$ cat src/rtl/mux7_rr_arbiter.sv
// mux7_rr_arbiter
//   Round-robin arbiter that shares one 7:1 mux between seven requesters.
//   Only one requester is granted at a time. The 3-bit select steers the
//   granted lane onto the shared output. A hold limit keeps a lane that
//   never drops its request from starving the others.
//
// Ports
//   clock    : system clock, rising edge
//   resetn   : synchronous, active-low reset
//   req      : [6:0] request per lane, bit i = requester i
//   grant    : [6:0] registered one-hot grant, zero while idle
//   sel      : [2:0] registered mux select (index of granted lane, 0..6)
//   busy     : high while a grant is active
//   hold_cnt : [HOLD_W-1:0] cycles the current grant has been held (saturating)
//   state    : FSM state for observation (0 = IDLE, 1 = GRANT)
//
// Handshake: a requester raises req[i] and holds it until grant[i] is seen.
// The grant lasts while req[i] stays high, unless another lane is waiting
// and the hold limit has been reached. Dropping req[i] releases the grant
// at the next edge. Every release is followed by exactly one IDLE cycle,
// and arbitration happens in that cycle.
module mux7_rr_arbiter #(
    parameter int MAX_HOLD = 8,
    parameter int HOLD_W   = 4
) (
    input  logic              clock,
    input  logic              resetn,
    input  logic [6:0]        req,
    output logic [6:0]        grant,
    output logic [2:0]        sel,
    output logic              busy,
    output logic [HOLD_W-1:0] hold_cnt,
    output logic              state
);

    typedef enum logic {IDLE = 1'b0, GRANT = 1'b1} state_t;

    localparam logic [HOLD_W-1:0] HOLD_LIMIT = HOLD_W'(MAX_HOLD);

    state_t            state_q, state_n;
    logic [6:0]        grant_n;
    logic [2:0]        sel_n;
    logic [HOLD_W-1:0] hold_n;
    logic [2:0]        last_q, last_n;

    // Rotating priority search: the first set request, starting at lane
    // last+1 and wrapping from 6 back to 0.
    logic [2:0] winner;
    logic       found;
    logic [3:0] sum;
    logic [2:0] lane;

    always_comb begin
        winner = 3'd0;
        found  = 1'b0;
        sum    = 4'd0;
        lane   = 3'd0;
        for (int k = 1; k <= 7; k++) begin
            sum  = {1'b0, last_q} + 4'(k);
            lane = (sum >= 4'd7) ? 3'(sum - 4'd7) : sum[2:0];
            if (!found && req[lane]) begin
                winner = lane;
                found  = 1'b1;
            end
        end
    end

    // Requests from lanes other than the current grantee.
    logic [6:0] others;
    logic       preempt;
    logic       release_now;

    always_comb begin
        others      = req & ~(7'b1 << sel);
        preempt     = (MAX_HOLD != 0) && (hold_cnt >= HOLD_LIMIT)
                      && req[sel] && (others != 7'd0);
        release_now = !req[sel] || preempt;
    end

    always_comb begin
        state_n = state_q;
        grant_n = grant;
        sel_n   = sel;
        hold_n  = hold_cnt;
        last_n  = last_q;
        unique case (state_q)
            IDLE: begin
                grant_n = 7'd0;
                if (found) begin
                    grant_n = 7'b1 << winner;
                    sel_n   = winner;
                    hold_n  = HOLD_W'(1);
                    state_n = GRANT;
                end
            end
            GRANT: begin
                if (release_now) begin
                    grant_n = 7'd0;
                    hold_n  = '0;
                    last_n  = sel;
                    state_n = IDLE;
                end else if (!(&hold_cnt)) begin
                    hold_n = hold_cnt + HOLD_W'(1);
                end
            end
            default: state_n = IDLE;
        endcase
    end

    always_ff @(posedge clock) begin
        if (!resetn) begin
            state_q  <= IDLE;
            grant    <= 7'd0;
            sel      <= 3'd0;
            hold_cnt <= '0;
            last_q   <= 3'd6;   // lane 0 wins first after reset
        end else begin
            state_q  <= state_n;
            grant    <= grant_n;
            sel      <= sel_n;
            hold_cnt <= hold_n;
            last_q   <= last_n;
        end
    end

    assign busy  = (state_q == GRANT);
    assign state = state_q;

endmodule

$ cat config.mk
export PLATFORM = sky130hd
export DESIGN_NAME = mux7_rr_arbiter
export DESIGN_NICKNAME = d
export VERILOG_FILES = /design/src/rtl/mux7_rr_arbiter.sv
export SDC_FILE = /design/constraint.sdc
export NUM_CORES = 1
export LEC_CHECK = 0
export BUFFER_PORTS_ARGS = -buffer_cell sky130_fd_sc_hd__buf_2
export CAP_MARGIN = 20
export CORE_AREA = 2 2 100 102
export CTS_CLUSTER_DIAMETER = 120
export DETAILED_ROUTE_END_ITERATION = 7
export DIE_AREA = 0 0 102 104
export GPL_TIMING_DRIVEN = 0
export PLACE_DENSITY = 0.57
export SYNTH_ARGS = -nofsm -noshare
export SYNTH_HDL_FRONTEND = slang
export SYNTH_SLANG_ARGS = --single-unit
$ cat constraint.sdc
create_clock -name clock -period 6.3 [get_ports clock]
set_clock_uncertainty 0.15 [all_clocks]
set_input_delay 1.26 -clock clock [delete_from_list [all_inputs] [get_ports clock]]
set_output_delay 1.26 -clock clock [all_outputs]
set_load 0.05 [all_outputs]
======== After elaboration in Yosys (flattened, before gate mapping) ========
Cells that the tools add are included.
operators by class
  eq/ne operators ......................... 3
  reductions and logical operators ........ 21
  shift operators ......................... 2
  mux-type cells .......................... 47
  bitwise gates (word level) .............. 3
  $add $sub $neg .......................... 15
  order comparisons ....................... 16
operators by type and width
  operator             count
  $mux 3               14
  $lt 3x4->1 const B   8
  $ge 4x3->1 const B   7
  $bmux 1 s3           8
  $sub 3x3->3 const B  7
  $mux 1               17
  $add 3x3->4 const B  4
  $mux 7               2
  $pmux 7 s2           1
  $shl 1x3->7 const A  2
  $mux 4               3
  $add 3x2->4 const B  2
  $logic_and 1x1->1    8
  $pmux 4 s2           1
  $and 7x7->7          1
  $logic_not 1->1      7
  $not 7->7            1
  $reduce_bool 7->1    1
  $reduce_and 2->1     3
  $add 3x1->4 const B  1
  $add 4x1->4 const B  1
  $ge 4x4->1 const B   1
  $reduce_and 4->1     1
  $ne 3x3->1 const B   1
  other kinds (5)      5
storage, ports and cells
  input port bits ......................... 9
  output and inout port bits .............. 16
  logic and storage cells ................. 112
  register bits ........................... 18

======== Logic depth before layout (Yosys ltp) ========
Gate-level depths: netlist of the first run.
  depth in word-level cells ............... 27
  depth in mapped cells ................... 17
  gate-level depth less buffers ........... 14

======== Worst setup path after synthesis of the first run ========
No wires, ideal clock.
  kind .................................... register to register
  from .................................... reg last_q[1]
  to ...................................... reg grant[3]
  stages on the path, launching flop included .. 17
  path buffers ............................ 3
  period minus slack after synthesis ...... 3.916 ns
  slack ................................... 2.384 ns
  library setup time ...................... 0.117 ns
  data required time ...................... 6.033 ns
  arrival ................................. 3.649 ns
  path through ............................ dfxtp_1 clkbuf_1 inv_1 ha_1 inv_1 fa_1 clkbuf_1 or3b_2 a21oi_1 o311ai_1 nand2_1 a211oi_4 nand2_2 o21ba_1 buf_6 and3_1 a32o_1
between the ends
  word-level cells in the longest chain between the ends .. 27
  elaborated cells between the ends (all ways) .. 71
  classes of those cells .................. 14 x add/sub; 7 x order compare; 1 x shift; 37 x mux; 12 x reduce/logical
RTL lines
  element                                           RTL line  RTL
  from (decl)                                       44        logic [2:0] last_q, last_n;
  from (signal assigned)                            122       last_q <= last_n;
  $add 3x1->4                                       59        sum = {1'b0, last_q} + 4'(k);
  $ge 4x3->1 / $sub 3x3->3 (equally long branches)  60        lane = (sum >= 4'd7) ? 3'(sum - 4'd7) : sum[2:0];
  $mux 3                                            60
  $bmux 1 s3                                        61        if (!found && req[lane]) begin
  $mux 1 (implied by the code)                      61
  $mux 1                                            61
  $logic_not 1->1                                   61
  $logic_and 1x1->1                                 61
  [11 not listed]                                   --
  $logic_and 1x1->1                                 61
  $mux 1                                            61
  $logic_not 1->1                                   61
  $logic_and 1x1->1                                 61
  $mux 3                                            61
  $shl 1x3->7                                       90        grant_n = 7'b1 << winner;
  $mux 7 *                                          89        if (found) begin
  $pmux 7 s2 *                                      86        unique case (state_q)
  to (signal assigned)                              119       grant <= grant_n;
  to (decl)                                         29        output logic [6:0] grant,
Every way passes the cells marked *; elsewhere a longest branch is shown, timed or not. The select of a mux whose other input is x is not followed.
A chain may end at the register's enable or synchronous reset.

======== Final worst setup path of the first run ========
  from .................................... reg last_q[1]
  to ...................................... reg grant[0]
The elaborated chain is that of the path after synthesis.

==> results of run 1 <==
[area by class of cell]
class                   count  area [um2]  share of cell area
plain buffers              33         175              0.0559
clock buffers               4        55.1              0.0176
inverters                  17        63.8              0.0204
multi-input cells         305        2200               0.703
flip-flops and latches     18         360               0.115
well taps                 133         166              0.0531
repair buffers             22         110              0.0351
[cell families after synthesis]
kind of cell / share of synthesized area
simple gates: 0.234
xor+xnor: 0.0398
flops: 0.129
buf+inv: 0.0853
fa+ha+maj: 0.0697
compound gates: 0.348
mux: 0.0942
[worst max-delay path: stages (launching register included)]
cell,delay (ns)
dfxtp_1,0.45
clkbuf_1,0.42
inv_1,0.29
ha_1,0.40
inv_1,0.12
clkbuf_1,0.44
a32oi_1,0.09
a2111oi_1,0.56
a31oi_1,0.19
a211oi_1,0.49
nand2_2,0.14
o21ba_1,0.20
buf_6,0.13
or3b_1,0.21
nor2_1,0.06
a22o_1,0.20
[metal layers]
layer  GRT usage  up-vias  wire, um
met4      0.0524        0       181
met3      0.0235       20       650
li1            -     1457         -
met2       0.263      172      4170
met5           0        -         0
met1       0.241     1466      4010
[how the worst max path moves through the flow]
stage | to | slack [ns] | cells past startpoint
2_1_floorplan | grant[3]$_SDFFE_PN0N_ | 2.38 | 16
3_3_place_gp | grant[0]$_SDFFE_PN0N_ | 1.77 | 17
3_5_place_dp | grant[0]$_SDFFE_PN0N_ | 1.73 | 17
4_1_cts | grant[0]$_SDFFE_PN0N_ | 1.70 | 17
5_1_grt | grant[0]$_SDFFE_PN0N_ | 1.25 | 15
6_report | grant[0]$_SDFFE_PN0N_ | 1.63 | 15
[metrics by stage]
step	std cells	instance area (um2)	setup WS, ns	utilization
2_1_floorplan	373	2800	2.38	-
3_3_place_gp	528	3080	1.77	0.322
3_5_place_dp	528	3080	1.73	0.322
4_1_cts	532	3130	1.70	0.328
5_1_grt	532	3130	1.25	0.328
6_report	532	3130	1.63	0.328
[power by group]
part / switching, W / total [W] / internal (W)
registers: 0.0000211 / 0.000162 / 0.000141
clock network: 0.0000424 / 0.0000980 / 0.0000556
logic: 0.000832 / 0.00130 / 0.000467
total: 0.000895 / 0.00156 / 0.000664
[placed cells by master, fill, tap and decap left out, types with 4 or more instances in the layout]
| master | count |
|---|---|
| nand2b_1 | 8 |
| o21ai_0 | 16 |
| buf_4 | 5 |
| and3_1 | 5 |
| buf_2 | 30 |
| o31ai_1 | 4 |
| or2_2 | 4 |
| clkbuf_1 | 17 |
| nor3_1 | 7 |
| a32oi_1 | 4 |
| dfxtp_1 | 18 |
| nand2_1 | 35 |
| xnor2_1 | 7 |
| mux2i_1 | 16 |
| o211ai_1 | 10 |
| a21oi_1 | 22 |
| a21o_1 | 4 |
| inv_1 | 17 |
| clkbuf_8 | 4 |
| o2111ai_1 | 7 |
| ha_1 | 14 |
| nor3b_1 | 4 |
| nor2_1 | 35 |
| nand3_1 | 8 |
[state kept, by name, indices dropped and copies added (netlist names)]
signal / flops
busy: 1
grant: 7
hold_cnt: 4
last_q: 3
sel: 3
==> impl_metrics.env, run 1 <==
export IMPL_status="finished, final reports clean"
export IMPL_die_y_um=104
export IMPL_drtAntennaViolNets=0
export IMPL_r2r_start="last_q[1]$_SDFFE_PN1P_"
export IMPL_avgViaCountPerCell=5.86
export IMPL_hold_ws_ns=0.295
export IMPL_netlist_cell_type_count=82
export IMPL_cts_hold_buffers=0
export IMPL_holdCritPathClass="reg -> reg"
export IMPL_drt_iter0_markers=232
export IMPL_setup_viol=0
export IMPL_slew_headroom=0.564
export IMPL_p_per_area_nw_per_um2=498
export IMPL_worstPathArrival_ns=4.67
export IMPL_async_flop_share=0
export IMPL_cts_sinks=18
export IMPL_dr_pass1_iters=5
export IMPL_cp_end_kind="flop"
export IMPL_worstReg2RegEnd="grant[0]$_SDFFE_PN0N_"
export IMPL_slew_violations=0
export IMPL_ioPinCount=25
export IMPL_yosys_area_top_type="dfxtp_1"
export IMPL_reg2regPathDepth=15
export IMPL_htree_levels=1
export IMPL_vias=3115
export IMPL_worstPathRequired_ns=6.30
export IMPL_setup_tns_ns=0
export IMPL_worstHoldPathCells=2
export IMPL_layout_min_cycle_time_ns=4.67
export IMPL_cts_root_buf="clkbuf_8"
export IMPL_grt_pass1_wl_um=14700
export IMPL_max_freq_mhz=214
export IMPL_postCtsResizedCells=0
export IMPL_regToRegSetupSlack_ns=1.63
export IMPL_io_buffers=22
export IMPL_maxCapViolations=0
export IMPL_vdd_drop_max_uv=126
export IMPL_place_gp_congestion=1.02
export IMPL_grt_overflow_total=0
export IMPL_core_area_um2=9550
export IMPL_synth_net_count=397
export IMPL_synth_edf_count=0
export IMPL_grt_total_usage=0.170
export IMPL_holdPathEnd="grant[2]$_SDFFE_PN0N_"
export IMPL_critPathLaunchType="flop"
export IMPL_drive_above_1_share=0.180
export IMPL_wl_per_cell_um=16.9
export IMPL_worst_slew_pin_slew_ns=0.654
export IMPL_fp_row_count=36
export IMPL_timing_final_crit_share=0.742
export IMPL_wirelength_um=9010
export IMPL_syn_area_um2=2800
export IMPL_drc=0
export IMPL_diodes=0
export IMPL_hpwl_um=6880
export IMPL_numCtsBuffers=3
export IMPL_crit_fanout=10
export IMPL_antenna_found_initial=0
export IMPL_synth_warnings=0
export IMPL_crit_type="reg -> reg"
export IMPL_rsz0062_at_grt="false"
export IMPL_synthTopCellsByArea="dfxtp_1 (13%), ha_1 (6.3%), mux2i_1 (5.7%), nand2_1 (4.7%), nor2_1 (4.7%)"
export IMPL_clock_path_buffers=2
export IMPL_startpoint="last_q[1]$_SDFFE_PN1P_"
export IMPL_yosys_top_cells_count="nand2_1 (35), nor2_1 (35), a21oi_1 (22)"
export IMPL_path_clk_slew_ns=0.08
export IMPL_syn_avg_cell_area_um2=7.51
export IMPL_die_area_um2=10600
export IMPL_power_w=0.00156
export IMPL_synth_cells=373
export IMPL_ys_ff_latch=18
export IMPL_leakagePower_nw=1.26
export IMPL_grt_max_degree=13
export IMPL_grt_pass1_vias=2896
export IMPL_area_delta_synth_final_pct=11.8
export IMPL_cts_tree="built"
export IMPL_nets=424
export IMPL_start_util=0.293
export IMPL_synthFlopType="dfxtp_1"
export IMPL_hold_viol=0
export IMPL_hp_start="grant[2]$_SDFFE_PN0N_"
export IMPL_fill_cells=1041
export IMPL_clkLatencyLatePin_ns=0.26
export IMPL_die_x_um=102
export IMPL_synth_seq_area_share=0.129
export IMPL_synth_top_area_frac=0.129
export IMPL_post_cts_repair_setup_buffers=0
No activity file was read; power rests on OpenSTA's default activity.
==> run 2: changes to the inputs <==
- clock period: 6.3 -> 4.7 ns (I/O delays scaled with it)
==> run 2 against run 1 <==
  * Clock-buffer cell count stayed put
  * Non-clock buffer count stayed put
  * Routed wire length is 0.62% higher
  * Cell count stayed put
  * Critical path type unchanged
==> impl_metrics.env, run 2 (synthesis results as in run 1) <==
export IMPL_status="finished, final reports clean"
export IMPL_crit_type="reg -> reg"
export IMPL_timing_final_crit_share=0.935
export IMPL_cts_hold_buffers=0
export IMPL_power_w=0.00210
export IMPL_drtAntennaViolNets=0
export IMPL_hold_viol=0
export IMPL_crit_fanout=9
export IMPL_drc=0
export IMPL_grt_overflow_total=0
export IMPL_layout_min_cycle_time_ns=4.39
export IMPL_ioPinCount=25
export IMPL_leakagePower_nw=1.26
export IMPL_diodes=0
export IMPL_largest_reg_flops=7
export IMPL_post_cts_repair_setup_buffers=0
export IMPL_cts_tree="built"
export IMPL_cp_end_kind="flop"
export IMPL_final_cell_mix="nor2_1 (35), nand2_1 (35), buf_2 (30)"
export IMPL_reg2regPathDepth=16
export IMPL_critPathLaunchType="flop"
export IMPL_drt_iter0_markers=272
export IMPL_postCtsResizedCells=0
export IMPL_top_register="grant"
export IMPL_wirelength_um=9070
export IMPL_max_freq_mhz=228
export IMPL_p_per_area_nw_per_um2=669
export IMPL_fp_row_count=36
export IMPL_antenna_found_initial=0
export IMPL_r2r_start="last_q[1]$_SDFFE_PN1P_"
export IMPL_hold_ws_ns=0.296
export IMPL_maxCapViolations=0
export IMPL_grt_pass1_vias=2896
export IMPL_post_dp_cell_area_um2=3080
export IMPL_reg_top3="grant: 7 flops, hold_cnt: 4 flops"
export IMPL_core_area_um2=9550
export IMPL_worstHoldPathCells=2
export IMPL_grt_max_degree=13
export IMPL_drive_above_1_share=0.190
export IMPL_setup_viol=0
export IMPL_slew_headroom=0.538
export IMPL_wl_per_cell_um=17.0
export IMPL_area_delta_synth_final_pct=12.3
export IMPL_layout_setup_ws_ns=0.306
export IMPL_dp_slack_ns=0.135
export IMPL_nets=424
export IMPL_stdcell_area_um2=3150
export IMPL_die_x_um=102
export IMPL_hpwl_um=6880
export IMPL_avgViaCountPerCell=5.86
export IMPL_grt_total_usage=0.170
export IMPL_slew_violations=0
export IMPL_holdPathEnd="grant[2]$_SDFFE_PN0N_"
export IMPL_numCtsBuffers=3
export IMPL_clock_path_buffers=2
export IMPL_worstPathRequired_ns=4.70
export IMPL_path_clk_slew_ns=0.08
export IMPL_grt_pass1_wl_um=14700
export IMPL_io_buffers=22
export IMPL_rsz0062_at_grt="false"
export IMPL_vdd_drop_max_uv=168
export IMPL_hp_start="grant[2]$_SDFFE_PN0N_"
export IMPL_holdCritPathClass="reg -> reg"
export IMPL_cts_sinks=18
export IMPL_clkLatencyLatePin_ns=0.27
export IMPL_worstReg2RegEnd="grant[0]$_SDFFE_PN0N_"
export IMPL_vias=3115
export IMPL_start_util=0.293
export IMPL_regToRegSetupSlack_ns=0.31
export IMPL_dr_pass1_iters=5
export IMPL_die_y_um=104
export IMPL_worst_slew_pin_slew_ns=0.692
export IMPL_htree_levels=1
export IMPL_die_area_um2=10600
export IMPL_setup_tns_ns=0
export IMPL_cts_root_buf="clkbuf_8"
export IMPL_place_gp_congestion=1.02
export IMPL_worstPathArrival_ns=4.39
## run 2: cell types whose count changed in the layout (fill, tap and decap cells not counted), sizes merged
cell      previous run  this run
inv                 17        16
clkinvlp             0         1
## run 2: where the power goes
| part | internal [W] | switching (W) | total, W |
|---|---|---|---|
| Combinational | 0.000631 | 0.00112 | 0.00175 |
| Sequential | 0.000189 | 0.0000283 | 0.000217 |
| Clock | 0.0000746 | 0.0000583 | 0.000133 |
## run 2: layer usage
| layer | track usage | vias up | share of wire |
|---|---|---|---|
| met1 | 0.241 | 1467 | 0.45 |
| met2 | 0.263 | 173 | 0.46 |
| li1 | - | 1454 | - |
| met3 | 0.0235 | 21 | 0.070 |
| met4 | 0.0524 | 0 | 0.022 |
| met5 | 0 | - | 0 |
## run 2: worst max-delay path by stage
| stage | startpoint | to | slack (ns) | cells after the start |
|---|---|---|---|---|
| floorplan | last_q[1]$_SDFFE_PN1P_ | grant[3]$_SDFFE_PN0N_ | 0.78 | 16 |
| detailed placement | last_q[1]$_SDFFE_PN1P_ | grant[0]$_SDFFE_PN0N_ | 0.13 | 17 |
| CTS | last_q[1]$_SDFFE_PN1P_ | grant[0]$_SDFFE_PN0N_ | 0.1 | 17 |
| finish | last_q[1]$_SDFFE_PN1P_ | grant[0]$_SDFFE_PN0N_ | 0.31 | 16 |
| global route | last_q[1]$_SDFFE_PN1P_ | grant[5]$_SDFFE_PN0N_ | 0.02 | 16 |
| global placement | last_q[1]$_SDFFE_PN1P_ | grant[0]$_SDFFE_PN0N_ | 0.17 | 17 |
## run 2: cell type report
type	count	area [um2]
buffer	33	178
clock buffer	4	55.1
fill	1040	6400
inverter	17	67.6
multi-input combinational	305	2210
sequential	18	360
tap	133	166
timing repair buffer	22	110
## run 2: worst max-delay path, cell delays in order (launching register included)
cell	delay, ns
dfxtp_1	0.45
clkbuf_2	0.32
clkinvlp_4	0.27
ha_1	0.27
inv_1	0.07
fa_1	0.40
clkbuf_1	0.22
or3b_2	0.48
a21oi_1	0.16
o311ai_2	0.17
nand2_1	0.16
a211oi_4	0.09
a22oi_1	0.26
o211ai_1	0.15
a21oi_2	0.35
nor2_1	0.09
a22o_1	0.20
## run 2: per-stage QoR
| stage | util | std cells |
|---|---|---|
| detailed placement | 0.322 | 528 |
| CTS | 0.328 | 532 |
| finish | 0.330 | 532 |
| global placement | 0.322 | 528 |
| floorplan | - | 373 |
| global route | 0.330 | 532 |
==> run 3: changes to the inputs <==
- CORE_AREA: 2 2 100 102 -> 2 2 71 73
- DIE_AREA: 0 0 102 104 -> 0 0 73 75
- PLACE_DENSITY: 0.57 -> 0.92
==> run 3 against run 2 <==
  * Global-route usage increased by 14 points
  * First-iteration DRC count increased by 92%
  * Sequential share of layout area increased by 0.37 points
  * Cell count decreased by 15%
  * Combinational power about the same
  * Maximum frequency decreased by 1.6%
  * Clock power decreased by 5%
  * Largest cell class unchanged
  * Critical endpoint unchanged
  * Die area decreased by 48%
  * Critical path depth increased by 1
==> impl_metrics.env, run 3 (synthesis results as in run 1) <==
export IMPL_status="finished, final reports clean"
export IMPL_grt_overflow_total=0
export IMPL_grt_max_degree=13
export IMPL_worstPathArrival_ns=4.47
export IMPL_leakagePower_nw=1.26
export IMPL_fill_cells=388
export IMPL_dr_pass1_iters=6
export IMPL_worstReg2RegEnd="grant[0]$_SDFFE_PN0N_"
export IMPL_p_per_area_nw_per_um2=693
export IMPL_hold_viol=0
export IMPL_vias=3280
export IMPL_diodes=0
export IMPL_holdCritPathClass="reg -> reg"
export IMPL_io_buffers=22
export IMPL_die_area_um2=5480
export IMPL_cp_end_kind="flop"
export IMPL_crit_fanout=9
export IMPL_cts_root_buf="clkbuf_8"
export IMPL_layout_min_cycle_time_ns=4.46
export IMPL_rsz0062_at_grt="false"
export IMPL_path_cells="clkbuf_2 -> clkinvlp_4 -> ha_1 -> inv_1 -> fa_1 -> clkbuf_1 -> mux2i_1 -> o221ai_1 -> o21ai_1 -> nand2_1 -> a211oi_4 -> nand2_2 -> o21ba_1 -> buf_6 -> or3b_1 -> nor2_1 -> a22o_1"
export IMPL_wirelength_um=8700
export IMPL_nets=424
export IMPL_maxCapViolations=0
export IMPL_max_freq_mhz=224
export IMPL_max_stage_delay_ns=0.44
export IMPL_setup_tns_ns=0
export IMPL_drc=0
export IMPL_top_register="grant"
export IMPL_final_cell_mix="nor2_1 (35), nand2_1 (35), buf_2 (30)"
export IMPL_slew_headroom=0.601
export IMPL_path_clk_slew_ns=0.07
export IMPL_worstHoldPathCells=2
export IMPL_clkLatencyLatePin_ns=0.26
export IMPL_cp_num_buf_inv=5
export IMPL_final_core_util=0.654
export IMPL_hp_start="grant[2]$_SDFFE_PN0N_"
export IMPL_antenna_found_initial=0
export IMPL_timing_final_crit_share=0.950
export IMPL_crit_type="reg -> reg"
export IMPL_area_delta_synth_final_pct=8.80
export IMPL_clock_path_buffers=2
export IMPL_grt_pass1_vias=2886
export IMPL_reg2regPathDepth=17
export IMPL_worstPathRequired_ns=4.70
export IMPL_place_gp_congestion=1.02
export IMPL_grt_pass1_wl_um=13500
export IMPL_hpwl_um=6370
export IMPL_drt_iter0_markers=523
export IMPL_die_x_um=73
export IMPL_setup_viol=0
export IMPL_start_util=0.601
export IMPL_crit_slowest_cell="dfxtp_1"
export IMPL_regToRegSetupSlack_ns=0.24
export IMPL_drtAntennaViolNets=0
export IMPL_grt_total_usage=0.310
export IMPL_critPathLaunchType="flop"
export IMPL_htree_levels=1
export IMPL_vdd_drop_max_uv=234
export IMPL_cts_sinks=18
export IMPL_ioPinCount=25
export IMPL_reg_top3="grant: 7 flops, hold_cnt: 4 flops"
export IMPL_die_y_um=75
export IMPL_cpLargestDelayFamily="compound AO/OA/AOI/OAI gates"
export IMPL_fp_row_count=25
export IMPL_drive_above_1_share=0.190
export IMPL_avgViaCountPerCell=7.24
export IMPL_numCtsBuffers=3
export IMPL_r2r_start="last_q[1]$_SDFFE_PN1P_"
export IMPL_wl_per_cell_um=19.2
export IMPL_slew_violations=0
export IMPL_worst_slew_pin_slew_ns=0.591
export IMPL_largest_reg_flops=7
export IMPL_core_area_um2=4660
export IMPL_cts_tree="built"
export IMPL_holdPathEnd="grant[2]$_SDFFE_PN0N_"
[run 3: per-stage QoR]
step | hold slack (ns) | instance area [um2] | setup slack [ns] | std cells | power [W]
floorplan | 0.509 | 2800 | 0.784 | 373 | 0.00157
global placement | 0.279 | 2980 | 0.218 | 449 | 0.00185
detailed placement | 0.285 | 2980 | 0.122 | 449 | 0.00190
CTS | 0.295 | 3030 | 0.104 | 453 | 0.00204
global route | 0.309 | 3050 | 0.0841 | 453 | 0.00225
finish | 0.292 | 3050 | 0.237 | 453 | 0.00211
[run 3: power breakdown]
part | leakage, nW | switching [W] | internal [W] | total (W)
logic | 1.08 | 0.00114 | 0.000632 | 0.00177
registers | 0.147 | 0.0000276 | 0.000189 | 0.000217
clock network | 0.0288 | 0.0000523 | 0.0000745 | 0.000127
total | 1.26 | 0.00122 | 0.000896 | 0.00211
[run 3: how the worst max path moves through the flow]
stage                           startpoint               endpoint  slack [ns]  cells past startpoint
floorplan           last_q[1]$_SDFFE_PN1P_  grant[3]$_SDFFE_PN0N_        0.78                     16
global placement    last_q[1]$_SDFFE_PN1P_  grant[0]$_SDFFE_PN0N_        0.22                     17
detailed placement  last_q[1]$_SDFFE_PN1P_  grant[3]$_SDFFE_PN0N_        0.12                     16
CTS                 last_q[1]$_SDFFE_PN1P_  grant[3]$_SDFFE_PN0N_        0.10                     16
global route        last_q[1]$_SDFFE_PN1P_  grant[0]$_SDFFE_PN0N_        0.08                     16
finish              last_q[1]$_SDFFE_PN1P_  grant[0]$_SDFFE_PN0N_        0.24                     17
[run 3: worst min-delay path, cell delays in order (launching register included)]
cell and delay [ns]:
dfxtp_1 0.31, nand2_1 0.05, o21ai_1 0.05
[run 3: repair_timing]
action                     4_1_cts  5_1_grt
buffers inserted                 0        0
hold buffers                     0        0
resized for setup                0        7
setup endpoints to repair        0       11
[run 3: per-layer routing]
metal	GRT usage	vias to the layer above	routed length, um
li1	-	1452	-
met1	0.419	1452	3290
met2	0.494	304	3880
met3	0.0656	72	1120
met4	0.0967	0	414
met5	0	-	0
[run 3: final cells by class]
type	count	area [um2]	area share
plain buffers	33	178	0.0583
repair buffers	22	110	0.0361
multi-input cells	305	2210	0.725
well taps	54	67.6	0.0222
inverters	17	67.6	0.0222
clock buffers	4	55.1	0.0181
flip-flops and latches	18	360	0.118
